## config.mk

```make
export PLATFORM = sky130hd
export DESIGN_NAME = dm_page_sched
export DESIGN_NICKNAME = d
export VERILOG_FILES = /design/src/rtl/dm_page_sched.sv
export SDC_FILE = /design/constraint.sdc
export NUM_CORES = 1
export LEC_CHECK = 0
export BUFFER_PORTS_ARGS = -buffer_cell sky130_fd_sc_hd__buf_2
export CAP_MARGIN = 20
export CORE_ASPECT_RATIO = 1.4
export CORE_MARGIN = 2
export CORE_UTILIZATION = 45
export CTS_BUF_LIST = sky130_fd_sc_hd__clkbuf_16
export CTS_CLUSTER_DIAMETER = 30
export CTS_CLUSTER_SIZE = 25
export DETAILED_ROUTE_END_ITERATION = 8
export GPL_ROUTABILITY_DRIVEN = 0
export GPL_TIMING_DRIVEN = 0
export PLACE_DENSITY = 0.66
export SETUP_SLACK_MARGIN = 0.5
export SYNTH_ARGS = -nofsm -noshare
export SYNTH_HDL_FRONTEND = slang
export SYNTH_SLANG_ARGS = --single-unit
```

## constraint.sdc

```tcl
create_clock -name clock -period 2.8 [get_ports clock]
set_input_delay 0.42 -clock clock [delete_from_list [all_inputs] [get_ports clock]]
set_output_delay 0.42 -clock clock [all_outputs]
set_load 0.02 [all_outputs]
```

## src/rtl/dm_page_sched.sv

```systemverilog
// dm_page_sched: rotates two data pages on the 8-digit display, overridden by a blinking timed message.
module dm_page_sched #(
  parameter int PAGE_TICKS     = 100000000,
  parameter int BLINK_TICKS    = 25000000,
  parameter int MSG_HOLD_TICKS = 200000000
) (
  input  logic        clock,
  input  logic        reset,
  input  logic [15:0] data_1,
  input  logic [15:0] data_2,
  input  logic [1:0]  gen_mod,
  input  logic [2:0]  prog,
  input  logic        freeze,
  input  logic        msg_req,
  input  logic [15:0] msg_code,
  output logic        msg_busy,
  output logic [1:0]  page,
  output logic [5:0]  d1,
  output logic [5:0]  d2,
  output logic [5:0]  d3,
  output logic [5:0]  d4,
  output logic [5:0]  d5,
  output logic [5:0]  d6,
  output logic [5:0]  d7,
  output logic [5:0]  d8
);
  localparam int PW = $clog2(PAGE_TICKS);
  localparam int BW = BLINK_TICKS > 1 ? $clog2(BLINK_TICKS) : 1;
  localparam int HW = $clog2(MSG_HOLD_TICKS);
  typedef enum logic [1:0] {PAGE0 = 2'd0, PAGE1 = 2'd1, MSG = 2'd2} state_t;
  state_t         r_state, w_state;
  logic           r_last, w_last;
  logic [PW-1:0]  r_page_cnt, w_page_cnt;
  logic [BW-1:0]  r_blink_cnt, w_blink_cnt;
  logic [HW-1:0]  r_hold_cnt, w_hold_cnt;
  logic           r_blink_on, w_blink_on;
  logic [15:0]    r_msg_lat, w_msg_lat;
  logic [5:0]     r_d [8];
  logic [5:0]     w_d [8];
  logic [15:0]    w_src;
  logic           w_page_tc, w_blink_tc, w_hold_tc;
  assign w_page_tc  = r_page_cnt == PW'(PAGE_TICKS - 1);
  assign w_blink_tc = r_blink_cnt == BW'(BLINK_TICKS - 1);
  assign w_hold_tc  = r_hold_cnt == HW'(MSG_HOLD_TICKS - 1);
  assign w_src      = r_state == PAGE1 ? data_1 : data_2;
  always_comb begin
    w_state     = r_state;
    w_last      = r_last;
    w_page_cnt  = r_page_cnt;
    w_blink_cnt = r_blink_cnt;
    w_hold_cnt  = r_hold_cnt;
    w_blink_on  = r_blink_on;
    w_msg_lat   = r_msg_lat;
    // a request (entry or retrigger) beats both hold expiry and the page terminal count
    if (msg_req) begin
      w_state     = MSG;
      w_msg_lat   = msg_code;
      w_hold_cnt  = '0;
      w_blink_cnt = '0;
      w_blink_on  = 1'b1;
      w_last      = r_state == MSG ? r_last : r_state == PAGE1;
    end else if (r_state == MSG) begin
      w_hold_cnt  = w_hold_tc ? '0 : r_hold_cnt + 1'b1;
      w_blink_cnt = w_blink_tc ? '0 : r_blink_cnt + 1'b1;
      w_blink_on  = w_hold_tc | (w_blink_tc ? ~r_blink_on : r_blink_on);
      w_state     = w_hold_tc ? (r_last ? PAGE1 : PAGE0) : MSG;
    end else if (!freeze) begin
      w_page_cnt = w_page_tc ? '0 : r_page_cnt + 1'b1;
      w_state    = w_page_tc ? (r_state == PAGE0 ? PAGE1 : PAGE0) : r_state;
    end
  end
  always_comb begin
    for (int k = 0; k < 8; k++) w_d[k] = '0;
    if (r_state == MSG) begin
      for (int k = 0; k < 4; k++) w_d[k] = {r_blink_on, r_msg_lat[4*k +: 4], 1'b0};
    end else begin
      for (int k = 0; k < 4; k++) w_d[k] = {1'b1, w_src[4*k +: 4], 1'b0};
      w_d[5] = r_state == PAGE0 ? {1'b1, 2'b0, gen_mod, 1'b0} : 6'b0;
      w_d[7] = r_state == PAGE0 ? {1'b1, 1'b0, prog, freeze} : {1'b1, 4'h1, freeze};
    end
  end
  always_ff @(posedge clock or negedge reset) begin
    if (!reset) begin
      r_state     <= PAGE0;
      r_last      <= 1'b0;
      r_page_cnt  <= '0;
      r_blink_cnt <= '0;
      r_hold_cnt  <= '0;
      r_blink_on  <= 1'b1;
      r_msg_lat   <= '0;
      r_d         <= '{default: '0};
    end else begin
      r_state     <= w_state;
      r_last      <= w_last;
      r_page_cnt  <= w_page_cnt;
      r_blink_cnt <= w_blink_cnt;
      r_hold_cnt  <= w_hold_cnt;
      r_blink_on  <= w_blink_on;
      r_msg_lat   <= w_msg_lat;
      r_d         <= w_d;
    end
  end
  assign msg_busy = r_state == MSG;
  assign page     = r_state;
  assign d1 = r_d[0];
  assign d2 = r_d[1];
  assign d3 = r_d[2];
  assign d4 = r_d[3];
  assign d5 = r_d[4];
  assign d6 = r_d[5];
  assign d7 = r_d[6];
  assign d8 = r_d[7];
endmodule

```

-- Yosys cells after proc, flatten, opt, wreduce, memory -nomap -nowiden
Index checks and enable logic that the tools add are counted.
- logic and storage cells: 56
- memories: 0
- input port bits: 57
- latch bits: 0
- register bits: 136
- bits in writable memories: 0
- output and inout bits: 51
- memory bits (read-only): 0
- magnitude comparators: 0
- multiplexer cells: 23
- equal/unequal tests: 6
- bitwise logic cells: 5
- multiply operators: 0
- shifts and indexed selects: 0
- divide/modulo/power cells: 0
- add/subtract/negate cells: 3
- reduce and logical (&&, ||, !) cells: 6
- operators by type and width (kind ; number):
    two-way mux 28 bit ; 3
    two-way mux 25 bit ; 3
    adder 28 x 1 -> 28 bit (second input constant) ; 1
    equality test 28 bit (second input constant) ; 1
    adder 27 x 1 -> 27 bit (second input constant) ; 1
    equality test 27 bit (second input constant) ; 1
    two-way mux 27 bit ; 1
    adder 25 x 1 -> 25 bit (second input constant) ; 1
    equality test 25 bit (second input constant) ; 1
    two-way mux 24 bit ; 1
    two-way mux 6 bit ; 3
    two-way mux 16 bit ; 1
    two-way mux 2 bit ; 5
    two-way mux 1 bit ; 5
    two-way mux 4 bit ; 1
    inverter 1 bit ; 4
    AND reduction 2 bit ; 2
    inequality test 3 x 1 -> 1 bit (second input constant) ; 1
    AND reduction 3 bit ; 1
    nonzero test 3 bit ; 1
    equality test 2 x 1 -> 1 bit (second input constant) ; 1
    equality test 2 bit (second input constant) ; 1
    logical NOT 2 bit ; 1
    nonzero test 2 bit ; 1
    OR 1 bit ; 1

-- Longest topological paths before layout
- word-level depth: 6
- depth in mapped cells: 9
- gate-level depth less buffers: 6

-- Least setup slack after synthesis
OpenSTA, ideal clock, no wires.
- path type: register to register
- start: register r_state[0], in the netlist page[0]
- end: register r_page_cnt[14]
- path buffers: 4
- arrival time: 1994 ps
- period minus slack after synthesis: 2126 ps
- path slack: 674 ps
- cell stages (with the launch flop): 10
- required time: 2668 ps
- setup time: 132 ps
- path through: dfrtp_1 buf_2 nand2b_1 buf_2 inv_2 or3_1 clkbuf_1 nor2_1 clkbuf_1 nor2_1
- longest elaborated chain between the ends: 3
- ends and longest elaborated chain (element ; RTL line ; source):
    start: declaration ; 31 ; state_t r_state, w_state;
    start signal: assignment ; 93 ; r_state <= w_state;
    equality test 2 bit ; 62 ; end else if (r_state == MSG) begin
    inverter 1 bit (no line) ; n/a ;
    AND reduction 3 bit (no line) ; n/a ;
    end signal: assignment ; 95 ; r_page_cnt <= w_page_cnt;
    end: declaration ; 33 ; logic [PW-1:0] r_page_cnt, w_page_cnt;
Every way passes these cells.
A chain may end at the register's enable or synchronous reset.

-- Worst setup path in the final report
Ends and elaborated chain as after synthesis.

==> impl_metrics.json <==
{
  "worstSetupPathType": "register to register",
  "leakage_nw": 3.65,
  "min_from": "gen_mod[0]",
  "antenna_found_initial": 1,
  "ys_top_cells_by_area": "dfrtp_1 46%, a21oi_1 3.2%, mux2i_1 3.1%",
  "drcViolationCount": 0,
  "synth_most_common_cell": "dfrtp_1",
  "critPathMaxFanout": 10,
  "core_sq_um": 14500,
  "yosysUniqueCellTypes": 62,
  "critPathLaunchType": "register",
  "final.fill_count": 1280,
  "dr.pass1.iters": 5,
  "cts_sinks": 125,
  "antenna_cells": 0,
  "syn-instance-count": 690,
  "drive_gt1_frac": 0.244,
  "yosysTopAreaCell": "dfrtp_1",
  "pre_cts_ws_ps": 80.7,
  "drv_cap": 0,
  "finalCriticalPeriod_ps": 2230,
  "timing.final.crit_share": 0.796,
  "overflow": 0,
  "ys_seq_area_frac": 0.468,
  "rsz0062_at_grt": "yes",
  "initial_core_util": 0.460,
  "die_area_sq_um": 15800,
  "grt_max_degree": 97,
  "tightest_slew_ps": 701,
  "rows": 52,
  "fmax_ghz": 0.448,
  "r2r_start": "page[0]",
  "startpoint": "page[0]",
  "grt_pass1_vias": 5935,
  "postRouteAntennaNets": 0,
  "holdWs_ps": 209,
  "ys.flop_type": "dfrtp_1",
  "synth_top_area_frac": 0.465,
  "worstSkewPairLatency_ps": 420,
  "portBuffers": 86,
  "die_h_um": 148,
  "ys_ff_latch": 125,
  "wl_per_cell_um": 17.3,
  "netlist_area_sq_um": 6680,
  "drtIter0Drc": 398,
  "vias_per_cell": 5.76,
  "whs_path_depth": 2,
  "h-tree-depth": 4,
  "setup_tns_ps": 0,
  "synthArstFlopShare": 1.00,
  "yosysWarnings": 0,
  "slew_headroom": 0.529,
  "hold_viol": 0,
  "worstPathRequired_ps": 3100,
  "die_w_um": 107,
  "crit_path_end_kind": "register",
  "setup_slack_ps": 570,
  "track_usage": 0.230,
  "power_density_nw_per_um2": 525,
  "clkSlewWorstSetupHoldPaths_ps": 50,
  "hold_path.class": "input pin to register",
  "worstPathArrival_ps": 2530,
  "rr_worst_depth": 9,
  "clockBufferDepth": 2,
  "syn_area_per_cell_sq_um": 9.68,
  "ios": 108,
  "cts_buffers": 17,
  "dpl.hpwl_um": 12400,
  "synth_common_cells": "124 x dfrtp_1, 55 x nand2_1, 52 x nor2_1, 43 x a21oi_1, 32 x nand4_1",
  "maxSlewViolCount": 0,
  "synth_edf_count": 0,
  "area_delta_synth_final_pct": 22.0,
  "wl_um": 17600,
  "fin_worst_skew_ps": 7.73,
  "via_count": 5874,
  "outcome": "finished clean",
  "cts_tree": "built",
  "ir_worst_vdd_mv": 0.337,
  "root_buffer": "clkbuf_16",
  "finalSetupViolations": 0,
  "fin_nets": 880,
  "grt_pass1_wl_um": 28700
}
path summary, 6_finish.rpt:
path	endpoint	slack (ps)
max reg2reg	r_page_cnt[14]	570
min reg2reg	r_page_cnt[4]	480
max in group asynchronous	d8[0]	1560
max	r_page_cnt[14]	570
min in group asynchronous	r_msg_lat[10]	450
min	d6[1]	210
logic make-up after synthesis:
kind of cell | count (synthesis) | share of synthesized area
compound gates | 128 | 0.119
xor+xnor | 34 | 0.0446
fa+ha+maj | 3 | 0.00562
buf+inv | 75 | 0.0584
flops | 125 | 0.468
mux | 39 | 0.0618
other cells | 1 | 0.000561
simple gates | 285 | 0.242
critical path, stage by stage, from the launching register on:
cell      delay (ps)
dfrtp_1          360
clkbuf_4         220
nand2b_1         120
buf_4            190
inv_6             70
or3_1            300
clkbuf_2         220
nor4_1           400
xnor2_1          170
nor2_1            50
cell usage in the layout, fill, tap and decap left out, types with 16 or more instances in the layout:
master and n:
mux2_2 18, buf_2 88, nand2_1 54, a31oi_1 17, o21ai_0 25, inv_1 19, buf_4 28, xor2_1 20
a21oi_1 43, dfrtp_1 124, a211oi_1 16, nor2b_1 19, clkbuf_16 17, conb_1 20, nor2_1 50, nand3_1 28
nand4_1 32, mux2i_1 21
routing by layer:
metal	GRT usage	routed length, um	up-vias
met2	0.399	9210	217
met1	0.257	6870	2877
li1	-	-	2726
met4	0.128	624	2
met5	0	15	-
met3	0.0530	915	52
what timing repair did:
action	CTS	global route
gates resized for setup	20	23
buffers inserted	4	0
hold buffers	1	0
hold endpoints to repair	29	0
pin swaps	3	1
setup endpoints to repair	47	59
cell type report:
type | instances | area (sq um) | share of cell area
well taps | 189 | 236 | 0.0290
clock inverters | 13 | 113 | 0.0138
repair buffers | 92 | 504 | 0.0618
inverters | 16 | 65.1 | 0.00798
multi-input cells | 509 | 3320 | 0.407
plain buffers | 59 | 364 | 0.0447
clock buffers | 17 | 425 | 0.0522
flip-flops and latches | 125 | 3130 | 0.384
sequential cells by signal (all words and copies together) (netlist names):
register and flops:
d1 5, d2 4, d3 4, d4 4
d6 3, d8 5, page 2, r_blink_cnt 25
r_blink_on 1, r_hold_cnt 28, r_last 1, r_msg_lat 16
r_page_cnt 27
power by group:
group | internal [mW] | total, mW | switching (mW) | leakage, nW
Clock | 1.27 | 2.03 | 0.763 | 0.274
Combinational | 0.139 | 0.332 | 0.193 | 1.73
Sequential | 1.87 | 1.91 | 0.0412 | 1.64
through the flow:
step           cells  power [mW]  instance area, sq um  utilization
6_report        1020        4.28                  8150        0.562
5_1_grt         1020        4.44                  8150        0.562
4_1_cts         1020        4.31                  8100        0.558
3_5_place_dp     985        2.27                  7450        0.514
3_3_place_gp     984        2.25                  7420        0.511
2_1_floorplan    709        2.12                  6750            -
Note: power is estimated with default switching activity, not from simulation.
